==> config.mk <==
export PLATFORM = sky130hd
export DESIGN_NAME = dac_writer_flat
export DESIGN_NICKNAME = d
export VERILOG_FILES = /design/src/rtl/dac_pkg.sv /design/src/rtl/dac_if.sv /design/src/rtl/spi_clkgen.sv /design/src/rtl/dac_writer.sv /design/src/flat_wrapper.sv
export SDC_FILE = /design/constraint.sdc
export NUM_CORES = 1
export LEC_CHECK = 0
export ABC_AREA = 1
export CAP_MARGIN = 20
export CORE_MARGIN = 2
export CORE_UTILIZATION = 52
export DETAILED_ROUTE_END_ITERATION = 10
export PLACE_DENSITY = 0.86
export SLEW_MARGIN = 20
export SYNTH_ARGS = -nofsm -noshare
export SYNTH_HDL_FRONTEND = slang
export SYNTH_HIERARCHICAL = 1
export SYNTH_SLANG_ARGS = --single-unit
==> constraint.sdc <==
create_clock -name clkin -period 2.6 [get_ports clkin]
set_input_delay 0.65 -clock clkin [delete_from_list [all_inputs] [get_ports clkin]]
set_output_delay 0.65 -clock clkin [all_outputs]
set_load 0.01 [all_outputs]
==> src/rtl/dac_pkg.sv <==
// dac_writer shared types: frame sizing, FSM states, DAC command codes.
// Optional load strobe is enabled with the DAC_LDAC_EN macro.
package dac_pkg;

  function automatic int frame_bits(
    input int cmd_bits,
    input int dac_bits
  );
    return cmd_bits + dac_bits;
  endfunction

  typedef enum logic [1:0] {
    IDLE  = 2'd0,
    SHIFT = 2'd1,
    GUARD = 2'd2
  } dac_st_e;

  localparam logic [3:0] CMD_WRITE        = 4'h0;
  localparam logic [3:0] CMD_WRITE_UPDATE = 4'h3;
  localparam logic [3:0] CMD_POWERDOWN    = 4'h4;

endpackage

==> src/rtl/dac_if.sv <==
// go/state handshake shared with the ADC reader, plus the DAC word.
// Sequencer side is master, dac_writer is slave.
interface dac_if #(
  parameter int CMD_BITS = 4,
  parameter int DAC_BITS = 12
);
  logic                go;
  logic [CMD_BITS-1:0] cmd_i;
  logic [DAC_BITS-1:0] data_i;
  logic                state;
  logic                done;

  modport master (
    output go, cmd_i, data_i,
    input  state, done
  );

  modport slave (
    input  go, cmd_i, data_i,
    output state, done
  );
endinterface

==> src/rtl/spi_clkgen.sv <==
// SPI mode-0 clock generator: sclk toggles every CLKDIV clkin edges
// while en is high; rise/fall flag the edge that will toggle it.
module spi_clkgen #(
  parameter int CLKDIV = 1
) (
  input  logic clkin,
  input  logic rst,
  input  logic en,
  output logic sclk,
  output logic rise,
  output logic fall
);
  localparam int HW = $clog2(CLKDIV + 1);
  localparam logic [HW-1:0] HMAX = HW'(CLKDIV - 1);

  logic [HW-1:0] hcnt;
  logic          tick;

  assign tick = en && (hcnt == HMAX);
  assign rise = tick && !sclk;
  assign fall = tick && sclk;

  always_ff @(posedge clkin or posedge rst) begin
    if (rst) begin
      hcnt <= '0;
      sclk <= 1'b0;
    end else if (!en) begin
      hcnt <= '0;
      sclk <= 1'b0;
    end else if (tick) begin
      hcnt <= '0;
      sclk <= ~sclk;
    end else begin
      hcnt <= hcnt + 1'b1;
    end
  end
endmodule

==> src/rtl/dac_writer.sv <==
// Write-only SPI master sending one {cmd, data} frame to a serial DAC.
// Define DAC_LDAC_EN to add the active-low ldac strobe after each frame.
module dac_writer
  import dac_pkg::*;
#(
  parameter int DAC_BITS = 12,
  parameter int CMD_BITS = 4,
  parameter int CLKDIV   = 1,
  parameter int CS_IDLE  = 2
) (
  input  logic clkin,
  input  logic rst,
  dac_if.slave bus,
  output logic sclk,
  output logic mosi,
  output logic cs
`ifdef DAC_LDAC_EN
  ,
  output logic ldac
`endif
);
  localparam int F  = frame_bits(CMD_BITS, DAC_BITS);
  localparam int BW = $clog2(F);
  localparam int GW = $clog2(CS_IDLE + 1);
  localparam logic [BW-1:0] BMAX = BW'(F - 1);
  localparam logic [GW-1:0] GMAX = GW'(CS_IDLE - 1);

  dac_st_e       st, st_n;
  logic [F-1:0]  sh, sh_n, word;
  logic [BW-1:0] bc, bc_n;
  logic [GW-1:0] gc, gc_n;
  logic          mosi_n, cs_n;
  logic          done_q, done_n;
  logic          rise, fall;

  assign word      = {bus.cmd_i, bus.data_i};
  assign bus.state = (st != IDLE);
  assign bus.done  = done_q;

  spi_clkgen #(.CLKDIV(CLKDIV)) u_clkgen (
    .clkin (clkin),
    .rst   (rst),
    .en    (st == SHIFT),
    .sclk  (sclk),
    .rise  (rise),
    .fall  (fall)
  );

  always_ff @(posedge clkin or posedge rst) begin
    if (rst) begin
      st     <= IDLE;
      sh     <= '0;
      bc     <= '0;
      gc     <= '0;
      mosi   <= 1'b0;
      cs     <= 1'b1;
      done_q <= 1'b0;
    end else begin
      st     <= st_n;
      sh     <= sh_n;
      bc     <= bc_n;
      gc     <= gc_n;
      mosi   <= mosi_n;
      cs     <= cs_n;
      done_q <= done_n;
    end
  end

  always_comb begin
    st_n   = st;
    sh_n   = sh;
    bc_n   = bc;
    gc_n   = gc;
    mosi_n = mosi;
    cs_n   = cs;
    done_n = 1'b0;
    unique case (st)
      IDLE: begin
        if (bus.go) begin
          st_n   = SHIFT;
          sh_n   = word;
          mosi_n = word[F-1];
          cs_n   = 1'b0;
          bc_n   = BMAX;
        end
      end
      SHIFT: begin
        unique case (1'b1)
          fall: begin
            if (bc == '0) begin
              st_n   = GUARD;
              cs_n   = 1'b1;
              mosi_n = 1'b0;
              gc_n   = '0;
            end else begin
              sh_n   = sh << 1;
              mosi_n = sh_n[F-1];
              bc_n   = bc - 1'b1;
            end
          end
          rise:    mosi_n = mosi;
          default: ;
        endcase
      end
      GUARD: begin
        if (gc == GMAX) begin
          st_n   = IDLE;
          done_n = 1'b1;
        end else begin
          gc_n = gc + 1'b1;
        end
      end
      default: st_n = IDLE;
    endcase
  end

`ifdef DAC_LDAC_EN
  // one-cycle low pulse on the first guard edge, cs already high
  always_ff @(posedge clkin or posedge rst) begin
    if (rst) ldac <= 1'b1;
    else     ldac <= !((st == GUARD) && (gc == '0));
  end
`endif
endmodule

==> src/flat_wrapper.sv <==
// flat-port wrapper written by rule: the top's interface ports become plain ports
module dac_writer_flat import dac_pkg::*;
#(
  parameter int DAC_BITS = 12,
  parameter int CMD_BITS = 4,
  parameter int CLKDIV   = 1,
  parameter int CS_IDLE  = 2
)
  (clkin, rst, sclk, mosi, cs, bus_go, bus_cmd_i, bus_data_i, bus_state, bus_done);
  dac_if #(.CMD_BITS(CMD_BITS), .DAC_BITS(DAC_BITS)) bus_i ();
  input  logic clkin;
  input  logic rst;
  output logic sclk;
  output logic mosi;
  output logic cs;
  input wire logic [$bits(bus_i.go)-1:0] bus_go;
  input wire logic [$bits(bus_i.cmd_i)-1:0] bus_cmd_i;
  input wire logic [$bits(bus_i.data_i)-1:0] bus_data_i;
  output wire logic [$bits(bus_i.state)-1:0] bus_state;
  output wire logic [$bits(bus_i.done)-1:0] bus_done;
  assign bus_i.go = bus_go;
  assign bus_i.cmd_i = bus_cmd_i;
  assign bus_i.data_i = bus_data_i;
  assign bus_state = bus_i.state;
  assign bus_done = bus_i.done;
  dac_writer #(.DAC_BITS(DAC_BITS), .CMD_BITS(CMD_BITS), .CLKDIV(CLKDIV), .CS_IDLE(CS_IDLE)) u_core (.clkin(clkin), .rst(rst), .bus(bus_i), .sclk(sclk), .mosi(mosi), .cs(cs));
endmodule
[Yosys cells after proc, flatten, opt, wreduce, memory -nomap -nowiden]
Index checks and enable logic that the tools add are counted.
Storage, ports and cells
  bits in registers: 28
  input bits: 19
  word-level logic and storage cells: 67
Cells by class
  add/sub/neg operators: 3
  bitwise gates (word level): 2
  reductions and logical operators: 12
  eq/ne operators: 10
  multiplexer cells: 31
Operators with widths (count)
  15-bit 2-to-1 mux: 3
  15-bit case mux with 2 select lines: 1
  4-bit AND reduction: 4
  2-bit 2-to-1 mux: 7
  1-bit 2-to-1 mux: 12
  4-bit 2-to-1 mux: 3
  2-bit by 1-bit inequality test with 1-bit output, second input constant: 4
  4-bit case mux with 2 select lines: 1
  2-bit inequality test, second input constant: 3
  2-bit case mux with 3 select lines: 1
  2-bit nonzero test: 3
  2-bit by 1-bit equality test with 1-bit output, second input constant: 2
  4-bit logical NOT: 1
  1-bit case mux with 2 select lines: 2
  2-bit case mux with 2 select lines: 1
  4-bit by 1-bit subtractor with 4-bit output, second input constant: 1
  3-bit AND reduction: 1
  2-bit by 1-bit adder with 2-bit output, second input constant: 1
  2-bit equality test, second input constant: 1
  1-bit logical AND: 2
  2-bit logical NOT: 1
  1-bit inverter: 2
  1-bit adder, second input constant: 1

[Longest topological paths before layout]
Gate-level depths: netlist of the first run.
  word-level depth: 5
  depth in mapped cells: 11
  mapped depth without buffers: 10

[Hierarchy]
The synthesis of the first run kept the hierarchy.
By module, submodules not included
  dac_writer: times used 1, cells an instance 197, sequential area each 651.9 µm², area an instance 1418.9 µm²
  spi_clkgen: times used 1, cells an instance 11, sequential area each 50.0 µm², area an instance 85.1 µm²

[Worst setup path before layout of the first run]
Ideal clock, no wire load.
  path type: register to register
  start: reg u_core.st[1]
  end: reg u_core.bc[2]
  stages on the path, launching flop included: 11
  period minus slack after synthesis: 1.821 ns
  data required time: 2.483 ns
  path slack: 0.779 ns
  setup time: 0.117 ns
  arrival: 1.705 ns
  path through: dfrtp_1 nor2_4 buf_2 nand2_1 nor2_1 inv_1 a21oi_1 nand3_4 buf_6 nand2_1 nand2_1
Between the ends
  cells in the longest elaborated chain, start to end: 5
  elaborated cells on any way between the ends: 10
  those cells by class: eq/ne (4); mux (1); reduce/logical (5)
Ends and longest elaborated chain
  start: declaration: line dac_writer.sv:28  | dac_st_e st, st_n;
  start signal: assignment: line dac_writer.sv:59  | st <= st_n;
  2-bit by 1-bit equality test with 1-bit output: line dac_writer.sv:43  | .en (st == SHIFT),
  1-bit logical AND: line spi_clkgen.sv:19  | assign tick = en && (hcnt == HMAX);
  1-bit logical AND: line spi_clkgen.sv:21  | assign fall = tick && sclk;
  net u_core.fall: line dac_writer.sv:34  | logic rise, fall;
  2-bit by 1-bit inequality test with 1-bit output (no source line)
  4-bit AND reduction (no source line)
  end signal: assignment: line dac_writer.sv:61  | bc <= bc_n;
  end: declaration: line dac_writer.sv:30  | logic [BW-1:0] bc, bc_n;
The timed path passes the listed nets, and every way through them passes these cells.
A chain may end at the register's enable or synchronous reset.

[Worst setup path in the final report of the first run]
  start: reg u_core.st[1]
  end: out bus_state
Between the ends
  cells in the longest elaborated chain, start to end: 1
Ends and longest elaborated chain
  2-bit nonzero test: line dac_writer.sv:37  | assign bus.state = (st != IDLE);
  end: declaration: line flat_wrapper.sv:19  | output wire logic [$bits(bus_i.state)-1:0] bus_state;
No other way between the ends.

==> run summary, run 1 <==
POWER
------------------------------------------------------------------------------
Pwr Density                                                       1259 mW/mm^2
Power, Total                                                          2.240 mW
Max IR drop VDD                                                       914.0 uV
Leakage power summed over all cells                                  0.9812 nW

ROUTE
------------------------------------------------------------------------------
Routed via count                                                         1,347
Final antenna-violating net count                                            0
Final routed wirelength across all metal layers                        2935 um
Average detailed-routed wire length per instance                      11.25 um
Detailed Routing Iterations Pass 1                                           4
Routed vias/inst                                                         5.161
Detailed router's first-iteration violation count                           56
Post-detailed-route DRC marker count                                         0

CRITICAL PATH
------------------------------------------------------------------------------
Arrival time of the worst setup path                                   1.57 ns
Class of the most critical setup path                                  reg2out
Startpoint Class                                                     flip-flop
Worst reg2reg path depth                                                     9
Endpoint required time on the critical path                            1.95 ns
Worst Path Max Fanout                                                        6
CP endpoint kind                                                  primary output

FLOORPLANNING
------------------------------------------------------------------------------
Initial standard-cell utilization of the core                           0.5440
Die area                                                          0.003330 sq mm
Std-Cell Core Area                                                0.002758 sq mm
Die Span Y                                                            57.71 um
Cell Rows                                                                   19
I/O pin cnt                                                                 24
Die width                                                             57.71 um

LAYOUT
------------------------------------------------------------------------------
Number of cells in the finished layout apart from fillers                  261
Antenna diodes                                                               0
Final #Nets                                                                252
Fill cell total of the finished layout                                     246
Most common cell after layout, fill and taps aside                sky130_fd_sc_hd__nand2_1
Layout cells sized above 1                                             0.06522
Commonest non-fill, non-tap cells in the layout                   sky130_fd_sc_hd__nand2_1 (107), sky130_fd_sc_hd__nand3_1 (27), sky130_fd_sc_hd__dfrtp_1 (27)
Finished layout cell area                                         0.001779 sq mm
P&R area growth vs syn                                                  18.60%

SYNTH
------------------------------------------------------------------------------
Mean cell area of the mapped netlist                               7.247 sq um
Synth Warn #                                                                 6
Post-synth design cell area                                       0.001500 sq mm
Synthesized instance count                                                 207
Post-Synthesis Net Count                                                   228

GLOBAL ROUTING
------------------------------------------------------------------------------
Initial antenna violation count                                              0
Met1 routing resource usage after global routing                        0.2711
Grt met3 use                                                           0.05134
Overall track demand over capacity in global routing                    0.1902
Via count of the first global-routing pass                               1,142
Global route hottest layer                                                met2
Wire length of the first global-routing pass                           4947 um
Pin count of the biggest net entering global routing                        27
M2 GR Usage                                                             0.2971
Leftover overflow at the end of global routing                               0

CLOCK TREE
------------------------------------------------------------------------------
Clock sink total                                                            28
Clock latency reported for the late side of the worst-skew pair        0.33 ns
Maximum buffer depth of the clock tree                                       2
Clk pin slew, worst setup/hold paths                                   0.14 ns
Hold_buf cts                                                                 0
Setup bufs post-CTS                                                          0
Maximum level of the CTS H-tree                                              1
Num CTS Buffers                                                              3
Clock root buffer                                                 sky130_fd_sc_hd__clkbuf_4
CTS tree                                                                  done
Total of cells resized after clock tree synthesis                            0

TIMING
------------------------------------------------------------------------------
Max-slew violation count                                                     0
Final Hold Viols                                                             0
Final period demand of the worst path                                 2.217 ns
Largest clock skew in the final design                             0.002847 ns
Final sum of negative setup slack                                         0 ns
Number of setup violations in the final report                               0
Period utilisation layout                                               0.8528
Timing-limited maximum frequency                                     451.0 MHz
Worst hold slack                                                     0.4793 ns
RSZ-0062 raised after global routing                                     false

PLACE
------------------------------------------------------------------------------
Placed cell count                                                          257
Number of input and output port buffers inserted                            23
Global placer's final weighted congestion                               0.8101
Placed inst area                                                  0.001743 sq mm
Detailed placement HPWL                                                1987 um

WORST HOLD PATH
------------------------------------------------------------------------------
Type of the tightest min-delay check                                  in2async

STATUS
------------------------------------------------------------------------------
Result of the run                                                 finished clean

FLOW RUN
------------------------------------------------------------------------------
Number of violations of the max-capacitance limit                            0

[layout make-up]
class                           instances  area (sq um)  area share
Timing Repair Buffer                   26         252.7      0.1421
Inverter                               16         60.06     0.03376
Sequential cell                        28         701.9      0.3945
Multi-Input combinational cell        156         689.4      0.3875
Clock buffer                            4         36.28     0.02039
Tap cell                               31         38.79     0.02180
[metrics by stage]
stage          setup slack [ns]  utilization
5_1_grt                  0.2753       0.6452
3_5_place_dp             0.7312       0.6320
3_3_place_gp             0.7659       0.6320
2_1_floorplan            0.7785            -
6_report                 0.3828       0.6452
4_1_cts                  0.3769       0.6452
[report_power, final]
part / switching, mW / total, mW / internal (mW)
clock network: 0.126 / 0.212 / 0.0859
registers: 0.125 / 0.740 / 0.614
logic: 0.841 / 1.29 / 0.447
[flip-flops by register name, summed over array words and instances, names as in the netlist]
signal                count
u_core/u_clkgen/hcnt      1
u_core/sh                15
u_core/u_clkgen/sclk      1
u_core/mosi               1
u_core/cs                 1
u_core/gc                 2
u_core/st                 2
u_core/bus.done           1
u_core/bc                 4
[worst max-delay path, stage by stage, from the launching register on]
cell and delay (ns):
sky130_fd_sc_hd__dfrtp_1 0.51, sky130_fd_sc_hd__inv_2 0.11, sky130_fd_sc_hd__nand2_2 0.09, sky130_fd_sc_hd__clkdlybuf4s50_1 0.53
[per-layer routing]
layer	wire, um	part of all wire
met5	0	0
met4	10	0.0034
met3	162	0.055
met2	1383	0.47
met1	1378	0.47
[path summary, 6_finish.rpt]
| path | startpoint | to | slack, ns |
|---|---|---|---|
| max in group asynchronous | rst | u_core/cs | 1.61 |
| hold reg to reg | u_core/cs | u_core/cs | 0.48 |
| setup / recovery | u_core/st[1] | bus_state | 0.38 |
| min in group clkin | u_core/cs | u_core/cs | 0.48 |
| hold / removal | rst | u_core/u_clkgen/hcnt | 0.48 |
| setup reg to reg | u_core/st[0] | u_core/sh[14] | 0.87 |
(Power assumes the default switching activity.)
==> run 2: changes to the inputs <==
--- a/config.mk
+++ b/config.mk
@@ -8,9 +8,9 @@
 export ABC_AREA = 1
 export CAP_MARGIN = 20
 export CORE_MARGIN = 2
-export CORE_UTILIZATION = 52
+export CORE_UTILIZATION = 30
 export DETAILED_ROUTE_END_ITERATION = 10
-export PLACE_DENSITY = 0.86
+export PLACE_DENSITY = 0.54
 export SLEW_MARGIN = 20
 export SYNTH_ARGS = -nofsm -noshare
 export SYNTH_HDL_FRONTEND = slang
==> constraint.sdc (replaced) <==
create_clock -name clkin -period 2.6 [get_ports clkin]
set_input_delay 0.65 -clock clkin [delete_from_list [all_inputs] [get_ports clkin]]
set_output_delay 0.65 -clock clkin [all_outputs]
set_load 0.05 [all_outputs]
==> run summary, run 2 (synthesized netlist as in run 1, its figures left out) <==
FLOORPLANNING
------------------------------------------------------------------------------
Initial standard-cell utilization of the core                           0.3135   -0.2305
Die Span Y                                                            74.72 um   +29%
Cell Rows                                                                   25   +6
I/O pin cnt                                                                 24   unchanged
Std-Cell Core Area                                                0.004786 sq mm   +74%
Die width                                                             74.72 um   +29%
Die area                                                          0.005582 sq mm   +68%

TIMING
------------------------------------------------------------------------------
Number of setup violations in the final report                               0   unchanged
Period utilisation layout                                               0.9170   +0.06423
Rel. slew slack                                                         0.6674
RSZ-0062 raised after global routing                                     false
Largest clock skew in the final design                             0.004618 ns   +0.001771 ns
Measured slew at the worst slew-check pin                            0.4974 ns
Final sum of negative setup slack                                         0 ns   unchanged
Max-slew violation count                                                     0   unchanged
Final period demand of the worst path                                 2.384 ns   +0.1670 ns
Worst setup margin                                                   0.2158 ns   -0.1670 ns
Timing-limited maximum frequency                                     419.4 MHz   -7.0%
Final Hold Viols                                                             0   unchanged

PLACE
------------------------------------------------------------------------------
Number of input and output port buffers inserted                            23   unchanged
Detailed placement HPWL                                                2174 um   +9.4%
Worst slack at placement                                             0.5124 ns   -0.2189 ns
Placed inst area                                                  0.001788 sq mm   +2.6%
Global placer's final weighted congestion                               0.7185   -11%

ROUTE
------------------------------------------------------------------------------
Detailed Routing Iterations Pass 1                                           4   unchanged
Final antenna-violating net count                                            0   unchanged
Routed vias/inst                                                         4.407   -15%
Post-detailed-route DRC marker count                                         0   unchanged
Average detailed-routed wire length per instance                      10.84 um   -3.6%
Detailed router's first-iteration violation count                           59   +5.4%
Routed via count                                                         1,309   -2.8%
Final routed wirelength across all metal layers                        3219 um   +9.7%

CRITICAL PATH
------------------------------------------------------------------------------
Critical-path top delay cell                                      sky130_fd_sc_hd__clkdlybuf4s50_1
Crit-path cells                                                   inv_2 -> nand2_2 -> clkdlybuf4s50_1
Max stage delay on crit path                                           0.80 ns   +0.27 ns
CP endpoint kind                                                  primary output
Gate family responsible for the most delay along the worst path   buffers and inverters
Endpoint required time on the critical path                            1.95 ns   about the same
Startpoint Class                                                     flip-flop
Worst Path Max Fanout                                                        6   unchanged
Arrival time of the worst setup path                                   1.73 ns   +0.16 ns
Class of the most critical setup path                                  reg2out
WP buf/inv                                                                   2   unchanged

GLOBAL ROUTING
------------------------------------------------------------------------------
Initial antenna violation count                                              0   unchanged
Via count of the first global-routing pass                               1,245   +9.0%
Leftover overflow at the end of global routing                               0   unchanged
Overall track demand over capacity in global routing                    0.1318   -0.05832
Wire length of the first global-routing pass                           5685 um   +15%
Pin count of the biggest net entering global routing                        27   unchanged

LAYOUT
------------------------------------------------------------------------------
Largest register by flop count                                       u_core/sh
Most common cell after layout, fill and taps aside                sky130_fd_sc_hd__nand2_1
Registers with the most flip-flops                                u_core/sh: 15 flops, u_core/bc: 4 flops
Final #Nets                                                                252   unchanged
Layout cells sized above 1                                             0.06087   -0.004348
Largest register FFs                                                        15   unchanged
Antenna diodes                                                               0   unchanged
P&R area growth vs syn                                                  22.19%
Commonest non-fill, non-tap cells in the layout                   sky130_fd_sc_hd__nand2_1 (107), sky130_fd_sc_hd__nand3_1 (27), sky130_fd_sc_hd__dfrtp_1 (27)
Finished layout cell area                                         0.001833 sq mm   +3.0%

CLOCK TREE
------------------------------------------------------------------------------
Maximum level of the CTS H-tree                                              1   unchanged
Setup bufs post-CTS                                                          0   unchanged
Total of cells resized after clock tree synthesis                            0   unchanged
Clk pin slew, worst setup/hold paths                                   0.09 ns   -0.05 ns
CTS tree                                                                  done
Num CTS Buffers                                                              3   unchanged
Clock root buffer                                                 sky130_fd_sc_hd__clkbuf_8
Maximum buffer depth of the clock tree                                       2   unchanged
Hold_buf cts                                                                 0   unchanged
Clock latency reported for the late side of the worst-skew pair        0.27 ns   -0.06 ns
Clock sink total                                                            28   unchanged

STATUS
------------------------------------------------------------------------------
Result of the run                                                 finished clean

POWER
------------------------------------------------------------------------------
Leakage power summed over all cells                                  0.9829 nW   +0.18%
Max IR drop VDD                                                       557.3 uV   -39%
Pwr Density                                                       1291 mW/mm^2   +2.6%

WORST HOLD PATH
------------------------------------------------------------------------------
Type of the tightest min-delay check                                   reg2reg

FLOW RUN
------------------------------------------------------------------------------
Number of violations of the max-capacitance limit                            0   unchanged

-- run 2: final timing paths --
check                        startpoint                    to  slack [ns]  cells after the start
max                        u_core/st[1]             bus_state        0.22                      3
max in group asynchronous           rst             u_core/cs        1.54                      3
min reg2reg                   u_core/cs             u_core/cs        0.47                      2
max reg2reg                u_core/st[0]          u_core/sh[7]        0.82                      9
min                           u_core/cs             u_core/cs        0.47                      2
min in group asynchronous           rst  u_core/u_clkgen/sclk        0.55                      2
-- run 2: final cells by class --
class,instances,area [sq um]
clock buffers,4,45.04
fillers,553,2953
repair buffers,26,252.7
inverters,16,60.06
flip-flops and latches,28,701.9
well taps,67,83.83
multi-input cells,156,689.4
-- run 2: layer usage --
layer	routed length [um]	share of wire	GRT usage	vias to the layer above
li1	-	-	-	691
met3	81	0.025	0.01205	4
met5	0	0	0	-
met4	55	0.017	0.04762	0
met1	1529	0.47	0.1724	594
met2	1553	0.48	0.2281	20
-- run 2: through the flow --
step / total power [mW] / utilization / instances / hold slack [ns]
floorplan: 1.857 / - / 207 / 0.3912
global placement: 2.154 / 0.3736 / 293 / 0.4531
detailed placement: 2.163 / 0.3736 / 293 / 0.4591
CTS: 2.413 / 0.3830 / 297 / 0.4731
global route: 2.658 / 0.3830 / 297 / 0.5087
finish: 2.367 / 0.3830 / 297 / 0.4661
-- run 2: report_power, final --
part	internal (mW)	switching, mW	total (mW)
clock network	0.110	0.129	0.238
logic	0.446	0.951	1.40
registers	0.615	0.117	0.732
total	1.17	1.20	2.37
-- run 2: tightest hold or removal path, delay by kind of cell, from the launching register on --
family           cells  cell delay [ns]
DFF                  1             0.38
and+or+nand+nor      2             0.09
==> run 3: changes to the inputs <==
--- a/config.mk
+++ b/config.mk
@@ -5,7 +5,6 @@
 export SDC_FILE = /design/constraint.sdc
 export NUM_CORES = 1
 export LEC_CHECK = 0
-export ABC_AREA = 1
 export CAP_MARGIN = 20
 export CORE_MARGIN = 2
 export CORE_UTILIZATION = 30
==> constraint.sdc (replaced) <==
create_clock -name clkin -period 2.7 [get_ports clkin]
set_input_delay 0.675 -clock clkin [delete_from_list [all_inputs] [get_ports clkin]]
set_output_delay 0.675 -clock clkin [all_outputs]
set_load 0.05 [all_outputs]
==> run summary, run 3 <==
STATUS
------------------------------------------------------------------------------
Result of the run                                                 finished clean

TIMING
------------------------------------------------------------------------------
Period utilisation layout                                               0.8470
Largest clock skew in the final design                             0.002337 ns   -0.002281 ns
Timing-limited maximum frequency                                     437.3 MHz
Max-slew violation count                                                     0   unchanged
Worst setup margin                                                   0.4130 ns   +0.1972 ns
Rel. slew slack                                                         0.6665   -0.0008910
Final sum of negative setup slack                                         0 ns   unchanged
RSZ-0062 raised after global routing                                     false
Final period demand of the worst path                                 2.287 ns
Measured slew at the worst slew-check pin                            0.4987 ns   +0.001332 ns
Final Hold Viols                                                             0   unchanged
Number of setup violations in the final report                               0   unchanged

CLOCK TREE
------------------------------------------------------------------------------
Maximum level of the CTS H-tree                                              1   unchanged
Maximum buffer depth of the clock tree                                       2   unchanged
Clock root buffer                                                 sky130_fd_sc_hd__clkbuf_8
Num CTS Buffers                                                              3   unchanged
Setup bufs post-CTS                                                          0   unchanged
Clock sink total                                                            28   unchanged
CTS tree                                                                  done
Hold_buf cts                                                                 0   unchanged
Clk pin slew, worst setup/hold paths                                   0.10 ns   about the same
Clock latency reported for the late side of the worst-skew pair        0.27 ns   about the same
Total of cells resized after clock tree synthesis                            0   unchanged

LAYOUT
------------------------------------------------------------------------------
Largest register by flop count                                       u_core/sh
Layout cells sized above 1                                              0.2785   +0.2176
Registers with the most flip-flops                                u_core/sh: 15 flops, u_core/bc: 4 flops
Largest register FFs                                                        15   unchanged
Finished layout cell area                                         0.001899 sq mm   +3.6%
Final #Nets                                                                180   -29%
P&R area growth vs syn                                                  23.21%
Antenna diodes                                                               0   unchanged
Most common cell after layout, fill and taps aside                sky130_fd_sc_hd__dfrtp_1
Commonest non-fill, non-tap cells in the layout                   sky130_fd_sc_hd__dfrtp_1 (27), sky130_fd_sc_hd__clkdlybuf4s50_1 (22), sky130_fd_sc_hd__o22ai_1 (15)

ROUTE
------------------------------------------------------------------------------
Detailed router's first-iteration violation count                           69   +17%
Met2 wire len                                                          1536 um   -1.1%
Top routing layer in use                                                  met4
Final antenna-violating net count                                            0   unchanged
Post-detailed-route DRC marker count                                         0   unchanged
Final routed wirelength across all metal layers                        3298 um   +2.5%
Routed met3 length                                                      185 um   +130%
Detailed Routing Iterations Pass 1                                           4   unchanged
Met1 Wirelength                                                        1550 um   +1.4%
Routed via count                                                         1,163   -11%
Routed vias/inst                                                         5.101   +16%
Average detailed-routed wire length per instance                      14.46 um   +33%

SYNTH
------------------------------------------------------------------------------
Post-synth design cell area                                       0.001541 sq mm   +2.8%
Synthesized instance count                                                 136   -34%
Synth Warn #                                                                 6   unchanged
Mean cell area of the mapped netlist                               11.33 sq um   +56%
Post-Synthesis Net Count                                                   157   -31%

CRITICAL PATH
------------------------------------------------------------------------------
Critical-path top delay cell                                      sky130_fd_sc_hd__clkdlybuf4s50_1
Gate family responsible for the most delay along the worst path   buffers and inverters
CP endpoint kind                                                  primary output
Reg2Reg Launch Point                                              u_core/st[0]
Worst Path Max Fanout                                                        2   -4
Max stage delay on crit path                                           0.80 ns   about the same
CP Capture Point                                                            cs
Class of the most critical setup path                                  reg2out
Flop-to-flop setup slack                                               0.78 ns   -0.04 ns
Arrival time of the worst setup path                                   1.61 ns   -0.12 ns
Number of stages on the worst setup path                                     1   -2
WP buf/inv                                                                   1   -1
Worst reg2reg path endpoint                                       u_core/bc[1]
Crit-path cells                                                   clkdlybuf4s50_1
Endpoint required time on the critical path                            2.03 ns   +0.08 ns
Worst reg2reg path depth                                                     5   -4
Launch point of the critical path                                    u_core/cs
Startpoint Class                                                     flip-flop

GLOBAL ROUTING
------------------------------------------------------------------------------
Via count of the first global-routing pass                               1,156   -7.1%
Leftover overflow at the end of global routing                               0   unchanged
Overall track demand over capacity in global routing                    0.1219   -0.009974
Pin count of the biggest net entering global routing                        26   -3.7%
Wire length of the first global-routing pass                           5333 um   -6.2%
Initial antenna violation count                                              0   unchanged

FLOORPLANNING
------------------------------------------------------------------------------
Initial standard-cell utilization of the core                           0.3057   -0.007757
Die Span Y                                                            75.68 um   +1.3%
Die area                                                          0.005727 sq mm   +2.6%
Die width                                                             75.68 um   +1.3%
Std-Cell Core Area                                                0.005042 sq mm   +5.4%
Cell Rows                                                                   26   +4.0%
I/O pin cnt                                                                 24   unchanged

POWER
------------------------------------------------------------------------------
Max IR drop VDD                                                       413.7 uV   -26%
Leakage power summed over all cells                                  0.7315 nW   -26%
Pwr Density                                                       975.4 mW/mm^2   -24%

PLACE
------------------------------------------------------------------------------
Global placer's final weighted congestion                               0.7493   +4.3%
Placed inst area                                                  0.001854 sq mm   +3.7%
Number of input and output port buffers inserted                            23   unchanged
Worst slack at placement                                             0.5305 ns   +0.01815 ns
Detailed placement HPWL                                                2245 um   +3.2%

FLOW RUN
------------------------------------------------------------------------------
Number of violations of the max-capacitance limit                            0   unchanged

WORST HOLD PATH
------------------------------------------------------------------------------
Type of the tightest min-delay check                                   reg2reg

## run 3: how the worst min path moves through the flow
stage	depth (start not counted)	slack, ns	startpoint	to
floorplan	1	0.42	rst	u_core/u_clkgen/hcnt
global placement	1	0.47	u_core/gc[0]	u_core/gc[0]
detailed placement	1	0.48	u_core/gc[0]	u_core/gc[0]
CTS	1	0.49	u_core/gc[0]	u_core/gc[0]
global route	1	0.51	u_core/gc[0]	u_core/gc[0]
finish	1	0.49	u_core/gc[0]	u_core/gc[0]
## run 3: final cells by class
| class | count | area, sq um |
|---|---|---|
| fillers | 487 | 3143 |
| multi-input cells | 88 | 750.7 |
| flip-flops and latches | 28 | 701.9 |
| repair buffers | 31 | 287.8 |
| well taps | 70 | 87.58 |
| clock buffers | 4 | 45.04 |
| inverters | 7 | 26.28 |
## run 3: per-layer routing
| layer | global-route usage | up-vias |
|---|---|---|
| met3 | 0.02646 | 2 |
| met1 | 0.1646 | 574 |
| met4 | 0.04288 | 0 |
| met5 | 0 | - |
| met2 | 0.1932 | 29 |
| li1 | - | 558 |
## run 3: report_power, final
part / internal [mW] / leakage, nW / switching [mW]
Combinational: 0.478 / 0.399 / 0.451
Clock: 0.106 / 0.0228 / 0.133
Sequential: 0.573 / 0.309 / 0.111
## run 3: metrics by stage
stage	utilization	hold WS, ns	std cells	total power, mW
3_3_place_gp	0.3677	0.4667	224	1.595
4_1_cts	0.3767	0.4911	228	1.869
5_1_grt	0.3767	0.5058	228	1.984
3_5_place_dp	0.3677	0.4776	224	1.626
2_1_floorplan	-	0.4162	136	1.420
6_report	0.3767	0.4882	228	1.853
